$ cat config.mk
export PLATFORM = sky130hd
export DESIGN_NAME = instr_fetch_unit
export DESIGN_NICKNAME = d
export VERILOG_FILES = /design/src/rtl/instr_fetch_unit_pkg.sv /design/src/rtl/fetch_fifo.sv /design/src/rtl/instr_fetch_unit.sv
export SDC_FILE = /design/constraint.sdc
export NUM_CORES = 1
export LEC_CHECK = 0
export BUFFER_PORTS_ARGS = -buffer_cell sky130_fd_sc_hd__buf_4
export CAP_MARGIN = 30
export CORE_MARGIN = 2
export CORE_UTILIZATION = 28
export DETAILED_ROUTE_END_ITERATION = 10
export GPL_ROUTABILITY_DRIVEN = 0
export PLACE_DENSITY = 0.5
export SETUP_SLACK_MARGIN = 0.1
export SYNTH_ARGS = -nofsm -noshare
export SYNTH_HDL_FRONTEND = slang
export SYNTH_SLANG_ARGS = --single-unit
$ cat constraint.sdc
create_clock -name clk -period 14.2 [get_ports clk]
set_input_delay 2.84 -clock clk [delete_from_list [all_inputs] [get_ports clk]]
set_output_delay 2.84 -clock clk [all_outputs]
set_load 0.03 [all_outputs]
$ cat src/rtl/instr_fetch_unit_pkg.sv
// Shared types for the instruction fetch path: fetch FSM states, reset PC default and
// the instruction-format view used by the downstream decoder.
package instr_fetch_unit_pkg;

   localparam logic [31:0] DefaultResetPc = 32'h0000_0000;

   typedef enum logic [1:0] {
      FETCH_REQ,
      FETCH_WAIT,
      DRAIN
   } fetch_state_e;

   typedef enum logic [2:0] {
      InstrR,
      InstrI,
      InstrS,
      InstrB,
      InstrU,
      InstrJ,
      InstrIllegal
   } instr_type_enum;

   typedef struct packed {
      logic [6:0] funct7;
      logic [4:0] rs2;
      logic [4:0] rs1;
      logic [2:0] funct3;
      logic [4:0] rd;
      logic [6:0] opcode;
   } fields_instr;

   function automatic instr_type_enum instr_type(input logic [6:0] opcode);
      case (opcode)
         7'b0110011:                         return InstrR;
         7'b0010011, 7'b0000011, 7'b1100111: return InstrI;
         7'b0100011:                         return InstrS;
         7'b1100011:                         return InstrB;
         7'b0110111, 7'b0010111:             return InstrU;
         7'b1101111:                         return InstrJ;
         default:                            return InstrIllegal;
      endcase
   endfunction

endpackage

$ cat src/rtl/fetch_fifo.sv
// Power-of-two instruction queue with synchronous flush; push and pop may coincide
// when full, leaving occupancy unchanged.
module fetch_fifo #(
   parameter int unsigned Depth = 2,
   parameter int unsigned Width = 64,
   localparam int unsigned AddrW = $clog2(Depth),
   localparam int unsigned CntW  = AddrW + 1
) (
   input  logic             clk_i,
   input  logic             rst_i,
   input  logic             flush_i,
   input  logic             push_i,
   input  logic [Width-1:0] push_data_i,
   input  logic             pop_i,
   output logic [Width-1:0] pop_data_o,
   output logic             full_o,
   output logic             empty_o,
   output logic [CntW-1:0]  count_o
);

   logic [Width-1:0] mem_q [Depth];
   logic [AddrW-1:0] wptr_q, wptr_d, rptr_q, rptr_d;
   logic [CntW-1:0]  cnt_q, cnt_d;
   logic             do_push, do_pop;

   assign full_o     = (cnt_q == CntW'(Depth));
   assign empty_o    = (cnt_q == '0);
   assign count_o    = cnt_q;
   assign pop_data_o = mem_q[rptr_q];
   assign do_pop     = pop_i && !empty_o;
   assign do_push    = push_i && (!full_o || pop_i);

   always_comb begin
      wptr_d = wptr_q;
      rptr_d = rptr_q;
      cnt_d  = cnt_q;
      if (flush_i) begin
         wptr_d = '0;
         rptr_d = '0;
         cnt_d  = '0;
      end else begin
         if (do_push) wptr_d = wptr_q + AddrW'(1);
         if (do_pop)  rptr_d = rptr_q + AddrW'(1);
         cnt_d = cnt_q + CntW'(do_push) - CntW'(do_pop);
      end
   end

   always_ff @(posedge clk_i) begin
      if (rst_i) begin
         wptr_q <= '0;
         rptr_q <= '0;
         cnt_q  <= '0;
      end else begin
         wptr_q <= wptr_d;
         rptr_q <= rptr_d;
         cnt_q  <= cnt_d;
      end
   end

   always_ff @(posedge clk_i) begin
      if (do_push && !flush_i) mem_q[wptr_q] <= push_data_i;
   end

endmodule

$ cat src/rtl/instr_fetch_unit.sv
// Single-outstanding instruction fetcher: issues word fetches, queues responses with
// their PCs for the decoder, and squashes in-flight work on redirect.
module instr_fetch_unit
   import instr_fetch_unit_pkg::*;
#(
   parameter logic [31:0] RESET_PC   = DefaultResetPc,
   parameter int unsigned FIFO_DEPTH = 2
) (
   input  logic        clk,
   input  logic        rst,
   output logic        imem_req,
   output logic [31:0] imem_addr,
   input  logic        imem_gnt,
   input  logic        imem_rvalid,
   input  logic [31:0] imem_rdata,
   input  logic        redirect_valid,
   input  logic [31:0] redirect_pc,
   output logic        instr_valid,
   input  logic        instr_ready,
   output logic [31:0] Instr,
   output logic [31:0] instr_pc
);

   localparam int unsigned CntW = $clog2(FIFO_DEPTH) + 1;

   fetch_state_e state_q, state_d;
   logic [31:0]  fetch_pc_q, fetch_pc_d;
   logic [31:0]  req_addr_q, req_addr_d;
   logic [31:0]  redirect_pc_aligned;
   logic         push, pop, empty;
   logic         unused_full;
   logic [1:0]   unused_rpc_lsbs;
   logic [CntW-1:0] count;
   logic [63:0]  push_data, head;

   assign redirect_pc_aligned = {redirect_pc[31:2], 2'b00};
   assign unused_rpc_lsbs     = redirect_pc[1:0];

   always_ff @(posedge clk) begin
      if (rst) begin
         state_q    <= FETCH_REQ;
         fetch_pc_q <= RESET_PC;
         req_addr_q <= '0;
      end else begin
         state_q    <= state_d;
         fetch_pc_q <= fetch_pc_d;
         req_addr_q <= req_addr_d;
      end
   end

   always_comb begin
      state_d    = state_q;
      fetch_pc_d = fetch_pc_q;
      req_addr_d = req_addr_q;
      unique case (state_q)
         FETCH_REQ: begin
            if (imem_req && imem_gnt) begin
               req_addr_d = fetch_pc_q;
               fetch_pc_d = fetch_pc_q + 32'd4;
               state_d    = redirect_valid ? DRAIN : FETCH_WAIT;
            end
         end
         FETCH_WAIT: begin
            if (redirect_valid) state_d = imem_rvalid ? FETCH_REQ : DRAIN;
            else if (imem_rvalid) state_d = FETCH_REQ;
         end
         // A redirect here still waits for the stale response, unless it lands this cycle.
         DRAIN: begin
            if (imem_rvalid) state_d = FETCH_REQ;
         end
         default: state_d = FETCH_REQ;
      endcase
      if (redirect_valid) fetch_pc_d = redirect_pc_aligned;
   end

   // No response is outstanding in FETCH_REQ, so occupancy alone bounds the queue.
   always_comb begin
      imem_req    = (state_q == FETCH_REQ) && (count < CntW'(FIFO_DEPTH)) && !rst;
      imem_addr   = fetch_pc_q;
      push        = (state_q == FETCH_WAIT) && imem_rvalid && !redirect_valid;
      push_data   = {imem_rdata, req_addr_q};
      instr_valid = !empty;
      Instr       = empty ? 32'h0 : head[63:32];
      instr_pc    = empty ? 32'h0 : head[31:0];
      pop         = instr_valid && instr_ready;
   end

   fetch_fifo #(
      .Depth (FIFO_DEPTH),
      .Width (64)
   ) u_fetch_fifo (
      .clk_i       (clk),
      .rst_i       (rst),
      .flush_i     (redirect_valid),
      .push_i      (push),
      .push_data_i (push_data),
      .pop_i       (pop),
      .pop_data_o  (head),
      .full_o      (unused_full),
      .empty_o     (empty),
      .count_o     (count)
   );

endmodule

# Word-level counts from Yosys, hierarchy flattened
# Memories as Yosys holds them, arrays and structs flattened. A register that Yosys moved wholly into a read port is not among the register bits.
# Index checks and enable logic that the tools add are counted.
op_classes:
  n_addsub: 5
  multipliers: 0
  n_div: 0
  order_cmp: 1
  n_eq_ne: 4
  shifts: 0
  mux: 15
  bitwise_logic: 0
  reduce_logical: 21
ops:
  columns: ["cell", "count"]
  rows:
  - ["32-bit 2-to-1 mux", 5]
  - ["32-bit by 3-bit adder with 32-bit output, second input constant", 1]
  - ["2-bit 2-to-1 mux", 5]
  - ["1-bit logical AND", 9]
  - ["2-bit one-hot mux with 3 select lines", 1]
  - ["2-bit == test, second input constant", 2]
  - ["1-bit zero test", 4]
  - ["2-bit zero test", 2]
  - ["1-bit 2-to-1 mux", 4]
  - ["2-bit AND reduction", 2]
  - ["2-bit nonzero test", 2]
  - ["1-bit adder, second input constant", 2]
  - ["2-bit by 1-bit adder with 2-bit output", 1]
  - ["2-bit by 1-bit == test with 1-bit output, second input constant", 1]
  - ["2-bit < comparator, second input constant", 1]
  - ["2-bit inequality test, second input constant", 1]
  - ["2-bit OR reduction", 1]
  - ["2-bit by 1-bit subtractor with 2-bit output", 1]
  - ["1-bit logical OR", 1]
word_totals:
  regBits: 70
  latch_bits: 0
  ramBits: 128
  romBits: 0
  output_inout_bits: 98
  word_cells: 54
  n_memories: 1
mem_list:
  columns: ["memory", "depth", "width", "read_ports", "rd_clocked_by_memory_dff", "write_ports", "line", "source"]
  rows:
  - ["u_fetch_fifo.mem_q", 2, 64, 1, 1, 1, "fetch_fifo.sv:21", "logic [Width-1:0] mem_q [Depth];"]

# Logic depth before layout (Yosys ltp)
depth:
  word_depth: 8
  depth_mapped: 9
  ltp_nobuf: 9

# Cells and area by module
# From an unflattened synthesis, not the netlist that was laid out.
hier_totals:
  cells_unflattened: 651
  hier_area_um2: 8388.0
modules_own_cells:
  columns: ["module", "instances", "cells_each", "area_each_um2", "seq_area_each_um2"]
  rows:
  - ["fetch_fifo", 1, 225, 5166.2, 3943.8]
  - ["instr_fetch_unit", 1, 426, 3221.8, 1241.2]

# Worst setup path before layout
# OpenSTA, ideal clock, no wires.
synth_timing:
  kind: "input port to flip-flop"
  from: "input redirect_valid"
  to: "memory u_fetch_fifo.mem_q[0][10] (enable)"
  t_arrival_ps: 6491
  t_required_ps: 13710
  path_slack_ps: 7219
  path_stages: 3
  cell_sequence: "or4bb_2 -> a21oi_1 -> nor2b_1"
synth_via:
  elab_chain_cells: 6
synth_rtl:
  columns: ["item", "line", "source"]
  rows:
  - ["start: declaration", "instr_fetch_unit.sv:16", "input logic redirect_valid,"]
  - ["1-bit zero test *", "fetch_fifo.sv:61, instr_fetch_unit.sv:80", null]
  - ["1-bit logical AND", "instr_fetch_unit.sv:80", "push = (state_q == FETCH_WAIT) && imem_rvalid && !redirect_valid;"]
  - ["1-bit logical AND", "fetch_fifo.sv:31", "assign do_push = push_i && (!full_o || pop_i);"]
  - ["1-bit logical AND *", "fetch_fifo.sv:61", "if (do_push && !flush_i) mem_q[wptr_q] <= push_data_i;"]
  - ["1-bit 2-to-1 mux *", "fetch_fifo.sv:61", null]
  - ["1-bit 2-to-1 mux (implied by the code) *", "fetch_fifo.sv:61", null]
  - ["end: declaration", "fetch_fifo.sv:21", null]
# Mark *: on every way between the ends. The rest lies on a longest branch, timed or not.

# Worst setup path in the final report
layout_timing:
  from: "input rst"
  to: "output imem_req"
layout_via:
  elab_chain_cells: 2
layout_rtl:
  columns: ["item", "line", "source"]
  rows:
  - ["start: declaration", "instr_fetch_unit.sv:10", "input logic rst,"]
  - ["1-bit zero test", "instr_fetch_unit.sv:78", "imem_req = (state_q == FETCH_REQ) && (count < CntW'(FIFO_DEPTH)) && !rst;"]
  - ["1-bit logical AND", "instr_fetch_unit.sv:78", null]
  - ["end: declaration", "instr_fetch_unit.sv:11", "output logic imem_req,"]
# No other way between the ends.

==> results_dict.tcl <==
set metrics [dict create \
    status "finished, final reports clean" \
    reg2reg_depth 10 \
    yosys.area_share.simple_pct 13.3 \
    die_x_um 171 \
    dp_slack_ns 7.24 \
    cp.arrival_ns 4.11 \
    clock_latency_ns 0.43 \
    num_io_pins 168 \
    path_class "primary input to output port" \
    clockBufferDepth 2 \
    crit_path_end_kind "output port" \
    post-route-drc-count 0 \
    crit_slowest_cell "or4_4" \
    grt_pass1_vias 5196 \
    grt_pass1_wl_mm 29.3 \
    drt_iter0_drc 258 \
    use_met3_pct 3.66 \
    max-slew-margin-rel_pct 35.7 \
    p_per_area_mw_per_mm2 115 \
    cts.sinks 191 \
    max_cap_viol_count 0 \
    yosysSeqAreaShare_pct 64.6 \
    worst_path_largest_cell_delay_ns 0.56 \
    antenna_found_initial 0 \
    tightestPinTransition_ns 0.964 \
    track_usage_pct 13.2 \
    drive_gt1_share_pct 25.8 \
    grt_overflow 0 \
    synth_area_leaders "edfxtp_1, dfxtp_1, mux2i_1, a21oi_1, nor2_1" \
    syn_inst 662 \
    cts-root-buf "clkbuf_16" \
    vias 5259 \
    hpwlAfterDp_mm 12.0 \
    cts-buffers-inserted 17 \
    hp-class "flip-flop to flip-flop" \
    fillers 2778 \
    gr-usage-met1_pct 18.2 \
    die_y_um 171 \
    ys_warn_count 0 \
    synth_fa_ha_area_share_pct 0.479 \
    netlist.area_leader.share_pct 47.5 \
    grt_busiest_layer "met2" \
    hold_violations 0 \
    hold_start "req_addr_q[16]$_SDFFE_PP0P_" \
    slew_viol_final 0 \
    rr_endpoint "u_fetch_fifo.count_o[1]$_SDFF_PP0_" \
    peakVddDrop_v 0.0000522 \
    required_ns 11.36 \
    whs_path_depth 0 \
    wl_per_cell_um 15.8 \
    htree_levels 4 \
    synth.area.mux_share_pct 8.36 \
    layout_setup_ws_ns 7.25 \
    cts_tree "built" \
    start_util_pct 28.3 \
    path_clk_slew_ns 0.07 \
    die_area_mm2 0.0294 \
    met2_usage_pct 20.2 \
    cp_max_fo 68 \
    synthFlopType "edfxtp_1" \
    cts_setup_buffers 0 \
    cpMostUsedCell "buf_4" \
    syn-cell-area_mm2 0.00784 \
    finClkSkew_ns 0.0125 \
    synth_xor_area_share_pct 3.35 \
    synth_top_cell_by_area "edfxtp_1" \
    synth-async-reset-ratio_pct 0 \
    post_synth_num_cell_types 45 \
    crit_path_start_kind "primary input" \
    diodes 0 \
    layout_common_cells "buf_4, edfxtp_1, nor2_1, nand2_1, dfxtp_1" \
    min_period_ns 6.95 \
    holdBufCountCts 0 \
    detail-route-antenna-nets 0 \
    synth-compound-area-share_pct 6.38 \
    avgSynthCellArea_um2 11.8 \
    fmax_ghz 0.144 \
    cts-resized-gates 0 \
    setup_tns_ns 0 \
    final_common_cell "buf_4" \
    min_to "u_fetch_fifo.mem_q[0][16]$_DFFE_PP_" \
    first_pass_iters 5 \
    rsz0062_at_grt "false" \
    ff2ff_setup_slack_ns 11.39 \
    fin_hold_ws_ns 0.455 \
    rows 61 \
    min_period_over_period_pct 48.9 \
    via_per_inst 4.38 \
    ys_ff_latch 191 \
    totalWireLength_mm 19.0 \
    final_net_count 884 \
    grt_start_max_net_pins 71 \
    cp_cell_sequence "buf_4 > or4_4 > inv_2 > buf_4" \
    core_area_mm2 0.0277 \
    numPortBuffers 161 \
    reg2reg_from "u_fetch_fifo.count_o[1]$_SDFF_PP0_" \
    synth_edf_count 124 \
    leakage_nw 3.74 \
    area_delta_synth_final_pct 28.2 \
    setup_violations 0 \
    synth_top_family_by_area "simple AND/OR/NAND/NOR gates" \
]
==> worst max-delay path by stage <==
stage,depth (start not counted),end,start,slack (ns)
after global placement,4,imem_req,rst,7.25
after floorplan,3,u_fetch_fifo.mem_q[0][10]$_DFFE_PP_,redirect_valid,7.22
after global routing,4,imem_req,rst,7.19
after CTS,4,imem_req,rst,7.25
after detailed placement,4,imem_req,rst,7.24
final,4,imem_req,rst,7.25
==> logic make-up after synthesis <==
family                     count (synthesis)
AOI/OAI and AO/OA                         87
muxes                                     65
buffers and inverters                     66
DFF                                      191
adders and majority gates                  3
xor gates and xnor gates                  30
and+or+nand+nor                          219
other                                      1
==> cell usage after synthesis (8+ instances only) <==
| cell type | count |
|---|---|
| nand2_1 | 74 |
| inv_1 | 25 |
| o21a_1 | 20 |
| edfxtp_1 | 124 |
| dfxtp_1 | 67 |
| a21oi_1 | 57 |
| nand3_1 | 12 |
| clkbuf_1 | 29 |
| nand4_1 | 14 |
| xnor2_1 | 26 |
| mux2i_1 | 64 |
| and3_1 | 8 |
| nor2_1 | 76 |
==> critical path, delay by kind of cell <==
kind	cells	cell delay, ns
AND/OR/NAND/NOR	1	0.56
buffers and inverters	3	0.69
==> registers in the layout, summed over array words and instances, names as in the netlist, named ones only <==
signal and cells:
u_fetch_fifo.mem_q 124, imem_addr 30, req_addr_q 30, state_q 2
u_fetch_fifo.count_o 2, u_fetch_fifo.rptr_q 1, u_fetch_fifo.wptr_q 1
==> metal layers <==
layer	share of wire (%)	routed length, um
met5	0	0
met4	0.97	185
met3	6.4	1210
met2	44	8390
met1	49	9230
==> through the flow <==
| stage | instances | cell area [um2] | power [W] | utilization [%] |
|---|---|---|---|---|
| floorplan | 665 | 7850 | 0.000664 | - |
| global placement | 1168 | 9410 | 0.000700 | 34.0 |
| detailed placement | 1169 | 9440 | 0.000700 | 34.1 |
| CTS | 1201 | 10000 | 0.00117 | 36.2 |
| global route | 1202 | 10000 | 0.00121 | 36.3 |
| finish | 1202 | 10000 | 0.00116 | 36.3 |
==> area by class of cell <==
type	instances	area, um2	area share [%]
flip-flops and latches	191	5070	50.4
clock buffers	19	464	4.62
repair buffers	167	1290	12.9
multi-input cells	408	2530	25.2
clock inverters	13	123	1.22
well taps	378	473	4.71
inverters	26	97.6	0.971
==> report_power, final <==
group	leakage (nW)	switching (W)	internal [W]
Combinational	1.69	0.0000433	0.0000325
Clock	0.287	0.000223	0.000246
Sequential	1.76	0.0000134	0.000598
Total	3.74	0.000280	0.000877
Note: power is estimated with default switching activity, not from simulation.
